==> src/rtl/mem_stage_if.sv <==
`default_nettype none
// -----------------------------------------------------------------------------
// Module  : mem_stage_if
// Brief   : Request/grant/ready bus between the MEM stage and the memory system.
// Rev     : 1.0
// -----------------------------------------------------------------------------
interface mem_stage_if #(
  parameter int WORD_W = 32,
  parameter int ADDR_W = 30
);
  logic              req_;
  logic              grnt_;
  logic              as_;
  logic              rw;
  logic [ADDR_W-1:0] addr;
  logic [WORD_W-1:0] wr_data;
  logic [WORD_W-1:0] rd_data;
  logic              rdy_;

  modport master (
    output req_, as_, rw, addr, wr_data,
    input  grnt_, rd_data, rdy_
  );

  modport slave (
    input  req_, as_, rw, addr, wr_data,
    output grnt_, rd_data, rdy_
  );
endinterface
`default_nettype wire

==> src/rtl/mem_stage.sv <==
`default_nettype none
// -----------------------------------------------------------------------------
// Module  : mem_stage
// Brief   : MEM pipeline stage: load/store bus master, misalignment tagging and
//           the MEM/WB pipeline register.
// Rev     : 1.0
// -----------------------------------------------------------------------------
module mem_stage #(
  parameter int         WORD_W          = 32,
  parameter int         ADDR_W          = 30,
  parameter logic [2:0] MISS_ALIGN_CODE = 3'h4
) (
  input  logic              clk,
  input  logic              rst,
  input  logic [ADDR_W-1:0] ex_pc,
  input  logic              ex_en,
  input  logic              ex_br_flag,
  input  logic [2:0]        ex_exp_code,
  input  logic [1:0]        ex_mem_op,
  input  logic [WORD_W-1:0] ex_mem_wr_data,
  input  logic [1:0]        ex_ctrl_op,
  input  logic [4:0]        ex_dst_addr,
  input  logic              ex_gpr_we_,
  input  logic [WORD_W-1:0] ex_data,
  input  logic              stall,
  input  logic              flush,
  output logic              busy,
  mem_stage_if.master       bus,
  output logic [ADDR_W-1:0] mem_pc,
  output logic              mem_en,
  output logic              mem_br_flag,
  output logic [2:0]        mem_exp_code,
  output logic [1:0]        mem_ctrl_op,
  output logic [4:0]        mem_dst_addr,
  output logic              mem_gpr_we_,
  output logic [WORD_W-1:0] mem_out
);

  localparam logic [1:0] c_OP_LDW = 2'd1;
  localparam logic [1:0] c_OP_STW = 2'd2;

  typedef enum logic [1:0] {
    S_IDLE   = 2'd0,
    S_REQ    = 2'd1,
    S_ACCESS = 2'd2,
    S_WAIT   = 2'd3
  } state_e;

  state_e            state_q, state_d;
  logic [WORD_W-1:0] rd_buf_q, rd_buf_d;

  logic [ADDR_W-1:0] mem_pc_q, mem_pc_d;
  logic              mem_en_q, mem_en_d;
  logic              mem_br_flag_q, mem_br_flag_d;
  logic [2:0]        mem_exp_code_q, mem_exp_code_d;
  logic [1:0]        mem_ctrl_op_q, mem_ctrl_op_d;
  logic [4:0]        mem_dst_addr_q, mem_dst_addr_d;
  logic              mem_gpr_we_q, mem_gpr_we_d;
  logic [WORD_W-1:0] mem_out_q, mem_out_d;

  logic              w_is_ld, w_is_st, w_is_mem, w_misalign, w_start;
  logic [WORD_W-1:0] w_ld_data;

  assign w_is_ld    = (ex_mem_op == c_OP_LDW);
  assign w_is_st    = (ex_mem_op == c_OP_STW);
  assign w_is_mem   = w_is_ld | w_is_st;
  assign w_misalign = w_is_mem & (ex_data[1:0] != 2'b00);
  assign w_start    = ex_en & w_is_mem & (ex_exp_code == 3'h0) &
                      (ex_data[1:0] == 2'b00) & ~flush;
  // Once parked in WAIT the bus data is gone, so the buffered copy is used.
  assign w_ld_data  = (state_q == S_WAIT) ? rd_buf_q : bus.rd_data;

  always_comb begin
    state_d     = state_q;
    rd_buf_d    = rd_buf_q;
    busy        = 1'b0;
    bus.req_    = 1'b1;
    bus.as_     = 1'b1;
    bus.rw      = 1'b1;
    bus.addr    = '0;
    bus.wr_data = '0;
    case (state_q)
      S_IDLE: begin
        if (w_start) begin
          busy     = 1'b1;
          bus.req_ = 1'b0;
          state_d  = S_REQ;
        end
      end
      S_REQ: begin
        busy = 1'b1;
        if (flush) begin
          state_d = S_IDLE;
        end else begin
          bus.req_ = 1'b0;
          if (!bus.grnt_) begin
            bus.as_     = 1'b0;
            bus.rw      = ~w_is_st;
            bus.addr    = ex_data[ADDR_W+1:2];
            bus.wr_data = ex_mem_wr_data;
            state_d     = S_ACCESS;
          end
        end
      end
      S_ACCESS: begin
        bus.req_    = 1'b0;
        bus.rw      = ~w_is_st;
        bus.addr    = ex_data[ADDR_W+1:2];
        bus.wr_data = ex_mem_wr_data;
        busy        = bus.rdy_;
        if (!bus.rdy_) begin
          rd_buf_d = bus.rd_data;
          state_d  = stall ? S_WAIT : S_IDLE;
        end
      end
      S_WAIT: begin
        if (!stall) state_d = S_IDLE;
      end
      default: state_d = S_IDLE;
    endcase
  end

  always_comb begin
    mem_pc_d       = mem_pc_q;
    mem_en_d       = mem_en_q;
    mem_br_flag_d  = mem_br_flag_q;
    mem_exp_code_d = mem_exp_code_q;
    mem_ctrl_op_d  = mem_ctrl_op_q;
    mem_dst_addr_d = mem_dst_addr_q;
    mem_gpr_we_d   = mem_gpr_we_q;
    mem_out_d      = mem_out_q;
    if (!stall) begin
      if (flush) begin
        mem_pc_d       = '0;
        mem_en_d       = 1'b0;
        mem_br_flag_d  = 1'b0;
        mem_exp_code_d = 3'h0;
        mem_ctrl_op_d  = 2'd0;
        mem_dst_addr_d = 5'd0;
        mem_gpr_we_d   = 1'b1;
        mem_out_d      = '0;
      end else begin
        mem_pc_d      = ex_pc;
        mem_en_d      = ex_en;
        mem_br_flag_d = ex_br_flag;
        if (w_misalign) begin
          mem_exp_code_d = MISS_ALIGN_CODE;
          mem_ctrl_op_d  = 2'd0;
          mem_dst_addr_d = 5'd0;
          mem_gpr_we_d   = 1'b1;
          mem_out_d      = '0;
        end else begin
          mem_exp_code_d = ex_exp_code;
          mem_ctrl_op_d  = ex_ctrl_op;
          mem_dst_addr_d = ex_dst_addr;
          mem_gpr_we_d   = ex_gpr_we_;
          mem_out_d      = w_is_ld ? w_ld_data : ex_data;
        end
      end
    end
  end

  always_ff @(posedge clk or posedge rst) begin
    if (rst) begin
      state_q        <= S_IDLE;
      rd_buf_q       <= '0;
      mem_pc_q       <= '0;
      mem_en_q       <= 1'b0;
      mem_br_flag_q  <= 1'b0;
      mem_exp_code_q <= 3'h0;
      mem_ctrl_op_q  <= 2'd0;
      mem_dst_addr_q <= 5'd0;
      mem_gpr_we_q   <= 1'b1;
      mem_out_q      <= '0;
    end else begin
      state_q        <= state_d;
      rd_buf_q       <= rd_buf_d;
      mem_pc_q       <= mem_pc_d;
      mem_en_q       <= mem_en_d;
      mem_br_flag_q  <= mem_br_flag_d;
      mem_exp_code_q <= mem_exp_code_d;
      mem_ctrl_op_q  <= mem_ctrl_op_d;
      mem_dst_addr_q <= mem_dst_addr_d;
      mem_gpr_we_q   <= mem_gpr_we_d;
      mem_out_q      <= mem_out_d;
    end
  end

  assign mem_pc       = mem_pc_q;
  assign mem_en       = mem_en_q;
  assign mem_br_flag  = mem_br_flag_q;
  assign mem_exp_code = mem_exp_code_q;
  assign mem_ctrl_op  = mem_ctrl_op_q;
  assign mem_dst_addr = mem_dst_addr_q;
  assign mem_gpr_we_  = mem_gpr_we_q;
  assign mem_out      = mem_out_q;

endmodule
`default_nettype wire

==> src/flat_wrapper.sv <==
// flat-port wrapper written by rule: the top's interface ports become plain ports
module mem_stage_flat 
#(
  parameter int         WORD_W          = 32,
  parameter int         ADDR_W          = 30,
  parameter logic [2:0] MISS_ALIGN_CODE = 3'h4
)
  (clk, rst, ex_pc, ex_en, ex_br_flag, ex_exp_code, ex_mem_op, ex_mem_wr_data, ex_ctrl_op, ex_dst_addr, ex_gpr_we_, ex_data, stall, flush, busy, mem_pc, mem_en, mem_br_flag, mem_exp_code, mem_ctrl_op, mem_dst_addr, mem_gpr_we_, mem_out, bus_req_, bus_as_, bus_rw, bus_addr, bus_wr_data, bus_grnt_, bus_rd_data, bus_rdy_);
  mem_stage_if #(.WORD_W(WORD_W), .ADDR_W(ADDR_W)) bus_i ();
  input  logic clk;
  input  logic rst;
  input  logic [ADDR_W-1:0] ex_pc;
  input  logic ex_en;
  input  logic ex_br_flag;
  input  logic [2:0] ex_exp_code;
  input  logic [1:0] ex_mem_op;
  input  logic [WORD_W-1:0] ex_mem_wr_data;
  input  logic [1:0] ex_ctrl_op;
  input  logic [4:0] ex_dst_addr;
  input  logic ex_gpr_we_;
  input  logic [WORD_W-1:0] ex_data;
  input  logic stall;
  input  logic flush;
  output logic busy;
  output logic [ADDR_W-1:0] mem_pc;
  output logic mem_en;
  output logic mem_br_flag;
  output logic [2:0] mem_exp_code;
  output logic [1:0] mem_ctrl_op;
  output logic [4:0] mem_dst_addr;
  output logic mem_gpr_we_;
  output logic [WORD_W-1:0] mem_out;
  output wire logic [$bits(bus_i.req_)-1:0] bus_req_;
  output wire logic [$bits(bus_i.as_)-1:0] bus_as_;
  output wire logic [$bits(bus_i.rw)-1:0] bus_rw;
  output wire logic [$bits(bus_i.addr)-1:0] bus_addr;
  output wire logic [$bits(bus_i.wr_data)-1:0] bus_wr_data;
  input wire logic [$bits(bus_i.grnt_)-1:0] bus_grnt_;
  input wire logic [$bits(bus_i.rd_data)-1:0] bus_rd_data;
  input wire logic [$bits(bus_i.rdy_)-1:0] bus_rdy_;
  assign bus_req_ = bus_i.req_;
  assign bus_as_ = bus_i.as_;
  assign bus_rw = bus_i.rw;
  assign bus_addr = bus_i.addr;
  assign bus_wr_data = bus_i.wr_data;
  assign bus_i.grnt_ = bus_grnt_;
  assign bus_i.rd_data = bus_rd_data;
  assign bus_i.rdy_ = bus_rdy_;
  mem_stage #(.WORD_W(WORD_W), .ADDR_W(ADDR_W), .MISS_ALIGN_CODE(MISS_ALIGN_CODE)) u_core (.clk(clk), .rst(rst), .ex_pc(ex_pc), .ex_en(ex_en), .ex_br_flag(ex_br_flag), .ex_exp_code(ex_exp_code), .ex_mem_op(ex_mem_op), .ex_mem_wr_data(ex_mem_wr_data), .ex_ctrl_op(ex_ctrl_op), .ex_dst_addr(ex_dst_addr), .ex_gpr_we_(ex_gpr_we_), .ex_data(ex_data), .stall(stall), .flush(flush), .busy(busy), .bus(bus_i), .mem_pc(mem_pc), .mem_en(mem_en), .mem_br_flag(mem_br_flag), .mem_exp_code(mem_exp_code), .mem_ctrl_op(mem_ctrl_op), .mem_dst_addr(mem_dst_addr), .mem_gpr_we_(mem_gpr_we_), .mem_out(mem_out));
endmodule
==> config.mk <==
export PLATFORM = sky130hd
export DESIGN_NAME = mem_stage_flat
export DESIGN_NICKNAME = d
export VERILOG_FILES = /design/src/rtl/mem_stage_if.sv /design/src/rtl/mem_stage.sv /design/src/flat_wrapper.sv
export SDC_FILE = /design/constraint.sdc
export NUM_CORES = 1
export LEC_CHECK = 0
export ABC_AREA = 1
export CORE_MARGIN = 8
export CORE_UTILIZATION = 44
export CTS_CLUSTER_DIAMETER = 200
export DETAILED_ROUTE_END_ITERATION = 12
export PLACE_DENSITY = 0.87
export SYNTH_ARGS = -nofsm -noshare
export SYNTH_HDL_FRONTEND = slang
export SYNTH_SLANG_ARGS = --single-unit
==> constraint.sdc <==
create_clock -name clk -period 10.4 [get_ports clk]
set_clock_uncertainty 0.15 [all_clocks]
set_input_delay 2.08 -clock clk [delete_from_list [all_inputs] [get_ports clk]]
set_output_delay 2.08 -clock clk [all_outputs]
set_load 0.05 [all_outputs]
* Yosys cells after proc, flatten, opt, wreduce, memory -nomap -nowiden *
Cells that the tools add are included.

storage, ports and cells
  flip-flop bits (word level) = 109
  bits of input ports = 147
  output and inout port bits = 141
  word-level logic and storage cells = 73

cells by class
  equality and inequality tests = 9
  multiplexer cells = 39
  bitwise gates (word level) = 9
  reduce and logical (&&, ||, !) cells = 6

operator list
  cell                                                  count
  two-way mux 32 bit                                    6
  two-way mux 30 bit                                    3
  one-hot mux 32 bit (2 select lines)                   1
  one-hot mux 30 bit (2 select lines)                   1
  two-way mux 2 bit                                     8
  two-way mux 1 bit                                     12
  two-way mux 5 bit                                     2
  one-hot mux 2 bit (4 select lines)                    1
  equality test 2 bit (second input constant)           3
  two-way mux 3 bit                                     2
  one-hot mux 1 bit (3 select lines)                    2
  bitwise AND 1 bit                                     5
  equality test 2 x 1 -> 1 bit (second input constant)  2
  zero test 2 bit                                       2
  != test 2 bit (second input constant)                 2
  AND reduction 4 bit                                   1
  zero test 3 bit                                       1
  != test 3 bit (second input constant)                 1
  inverter 1 bit                                        3
  != test 2 x 1 -> 1 bit (second input constant)        1
  one-hot mux 1 bit (2 select lines)                    1
  AND reduction 2 bit                                   1
  nonzero test 2 bit                                    1
  OR 1 bit                                              1

* Logic depth before layout (Yosys ltp) *
  word-level depth = 8
  gate-level depth with buffers = 10

* Worst setup path before layout *
No wires, ideal clock.

  path type = input to output
  start = in flush
  end = out bus_addr[0]
  arrival = 3.612 ns
  required time = 8.170 ns
  slack = 4.558 ns
  cell stages on the path = 7
  path buffers = 2
  cells stage by stage = inv_2 buf_6 nand3_2 nand2_1 nand2_4 buf_6 nor2_1

between the ends
  longest elaborated chain between the ends = 2

RTL lines
  element                              RTL line            text
  from (decl)                          flat_wrapper.sv:23  input logic flush;
  two-way mux 30 bit                   mem_stage.sv:92     if (flush) begin
  one-hot mux 30 bit (2 select lines)  mem_stage.sv:82     case (state_q)
  to (decl)                            flat_wrapper.sv:36  output wire logic [$bits(bus_i.addr)-1:0] bus_addr;

No other way between the ends.

* Worst setup path in the final report *
  start = in flush
  end = out bus_addr[6]

Same word-level chain as after synthesis.

==> impl_metrics.ini <==
[power_and_ir_drop]
max-vdd-ir-drop_v = 0.000112
p_leak_uw = 0.00427
powerDensity_mw_per_mm2 = 186

[grt]
grt_busiest_layer = met2
track_usage = 0.216
grt_pass1_wl_mm = 28.3
grt.met1_usage = 0.232
grt_antenna_before_repair = 0
grt_overflow = 0
global_route.usage.met3 = 0.0669
grt_max_degree = 77
use_met2 = 0.383
grt_pass1_vias = 5591

[detailed_routing]
dr.first_iter.drc_count = 349
finalWirelength_mm = 18.5
wire_per_inst_um = 15.5
drc = 0
postRouteAntennaNets = 0
first_pass_iters = 4
via_per_inst = 4.78
num_vias = 5673

[clock_tree]
cts_made_buffers = 9
postCtsSetupRepairBufs = 0
hold_buffers = 0
cts_tree = built
cts.sinks = 109
root_buffer = clkbuf_16
ctsLongestPathBuffers = 2
h-tree-depth = 3
cts_resized = 0
clk_pin_slew_ps = 70
clock_latency_ps = 340

[sta]
worst_slack_ps = 3400
min_period_ps = 7000
finalSetupViolCount = 0
min_period_over_period = 0.673
final.setup.tns_ps = 0
rsz0062_at_grt = false
max_freq_ghz = 0.143
worst_slew_pin_slew_ps = 858
slew_headroom = 0.428
final-hold-violation-count = 0
drv_slew = 0

[floorplanning]
die_area_mm2 = 0.0169
rows = 41
ioPinCount = 288
core_area_mm2 = 0.0126
die_w_um = 130
die_y_um = 130
initial_core_util = 0.452

[layout]
layout_commonest_cell = clkdlybuf4s50_1
final.fill_count = 1043
antenna_cells = 0
final_cells = 1187
final_layout_size_suffix_gt1_frac = 0.0611
regArea_mm2 = 0.00273
layout_common_cells = 286 x clkdlybuf4s50_1, 206 x nand2_1, 108 x inv_1, 108 x dfrtp_1, 98 x nor2_1
final_nets = 1164
multi_input_area_mm2 = 0.00225
areaGrowthSynthToFinish_pct = 54.4

[synthesis]
synthAdderAreaFrac = 0.0132
synthXorXnorAreaFrac = 0
synth-main-ff-cell = dfrtp_1
muxShareOfSynthArea = 0
synth_top_family_by_area = simple AND/OR/NAND/NOR gates
synth_async_sr_flop_share = 1.00
yosysUniqueCellTypes = 24
yosysSeqAreaShare = 0.478
syn_nets = 906
synth_cells = 753
syn_avg_cell_area_um2 = 7.57
synth-compound-area-share = 0.143
ys_ff_latch = 109
synthesis.area_mm2 = 0.00570
ys_warn_count = 0
synth_edf_count = 0
synthSimpleGateAreaFrac = 0.238

[flow_run]
maxCapViolations = 0

[run_status]
status = completed

[setup_path]
cp.required_ps = 8170
worst-setup-path-type = in -> out
ff2ff_path_depth = 7
start_kind = primary input
endpoint_kind = output pin
crit_family = buffers and inverters
cp_slowest_cell = clkdlybuf4s50_1
worstPathMaxFanout = 62
cp.arrival_ps = 4770
cp.depth = 7
crit_chain = clkdlybuf4s50_1 -> inv_2 -> nand3_2 -> nand2_1 -> nand2_4 -> nor2_1 -> clkdlybuf4s50_1
worst_path_largest_cell_delay_ps = 830
path_buf_inv = 3
cp_common_cell = clkdlybuf4s50_1

[placed_design]
gp_congestion = 0.799
dp_hpwl_mm = 13.8
io_buffer_count = 287
pre_cts_ws_ps = 3430
placed_cells = 1172

[min_path]
hold_path.class = reg -> reg
hold-path-cell-count = 2
-- sequential cells by signal (all words and copies together) (netlist names) --
signal and count:
u_core.rd_buf_q 32, u_core.mem_gpr_we_ 1, u_core.mem_exp_code 3, u_core.mem_dst_addr 5
u_core.mem_ctrl_op 2, u_core.mem_out 32, u_core.mem_pc 30, u_core.mem_en 1
u_core.state_q 2, u_core.mem_br_flag 1
-- stage by stage --
step | cell area [µm²] | power (µW) | hold WS [ps] | utilization
floorplan | 5700 | 1080 | 305 | -
global placement | 8520 | 1300 | 308 | 0.675
detailed placement | 8520 | 1320 | 313 | 0.675
CTS | 8810 | 1650 | 330 | 0.698
global route | 8810 | 1720 | 347 | 0.698
finish | 8810 | 1630 | 324 | 0.698
-- worst register-to-register path, cell delays in order, from the launching register on --
cell	delay (ps)
dfrtp_1	410
inv_1	80
ha_1	250
inv_2	80
or2_2	100
buf_4	610
nand2_1	230
o21ai_2	100
-- cells by family after synthesis --
| kind of cell | count (synthesis) |
|---|---|
| flip-flops | 109 |
| adder cells (fa/ha/maj) | 6 |
| buffers and inverters | 157 |
| AND/OR/NAND/NOR | 344 |
| AO/OA/AOI/OAI | 137 |
-- synthesized netlist by cell type (4+ instances only) --
library cell    n  area, µm²
nand3_1        36        180
o21ai_0        61        305
buf_4           4       30.0
clkbuf_1       16       60.1
inv_1         109        409
ha_1            6       75.1
dfrtp_1       108       2700
buf_2           7       35.0
nand2_1       206        773
o21ai_2        32        280
nor2_1         98        368
o21ai_1         6       30.0
buf_6          15        169
a21oi_1        35        175
-- power by group --
part	internal, µW	leakage (µW)	total, µW	switching (µW)
sequential	508	0.00142	553	45.1
clock	185	0.000132	333	147
combinational	260	0.00272	749	489
total	953	0.00427	1630	682
-- final cells by class --
| class | instances | area share |
|---|---|---|
| clock buffers | 11 | 0.0264 |
| inverters | 112 | 0.0480 |
| multi-input cells | 487 | 0.256 |
| repair buffers | 292 | 0.330 |
| well taps | 172 | 0.0244 |
| clock inverters | 4 | 0.00568 |
| flip-flops and latches | 109 | 0.310 |
-- routing by layer --
layer  vias up  share of wire
met1      2606           0.38
met5         -              0
met2       216           0.51
li1       2822              -
met3        29          0.088
met4         0          0.028
-- path summary, 6_finish.rpt --
path	start	end	slack [ps]
worst max register to register	u_core.state_q[0]	u_core.rd_buf_q[19]	8300
worst min-delay path	u_core.mem_out[10]	u_core.mem_out[10]	320
worst max-delay path	flush	bus_addr[6]	3400
max in group asynchronous	rst	u_core.rd_buf_q[13]	6860
worst min register to register	u_core.mem_out[10]	u_core.mem_out[10]	320
min in group asynchronous	rst	u_core.mem_pc[0]	1980
(Power assumes the default switching activity.)
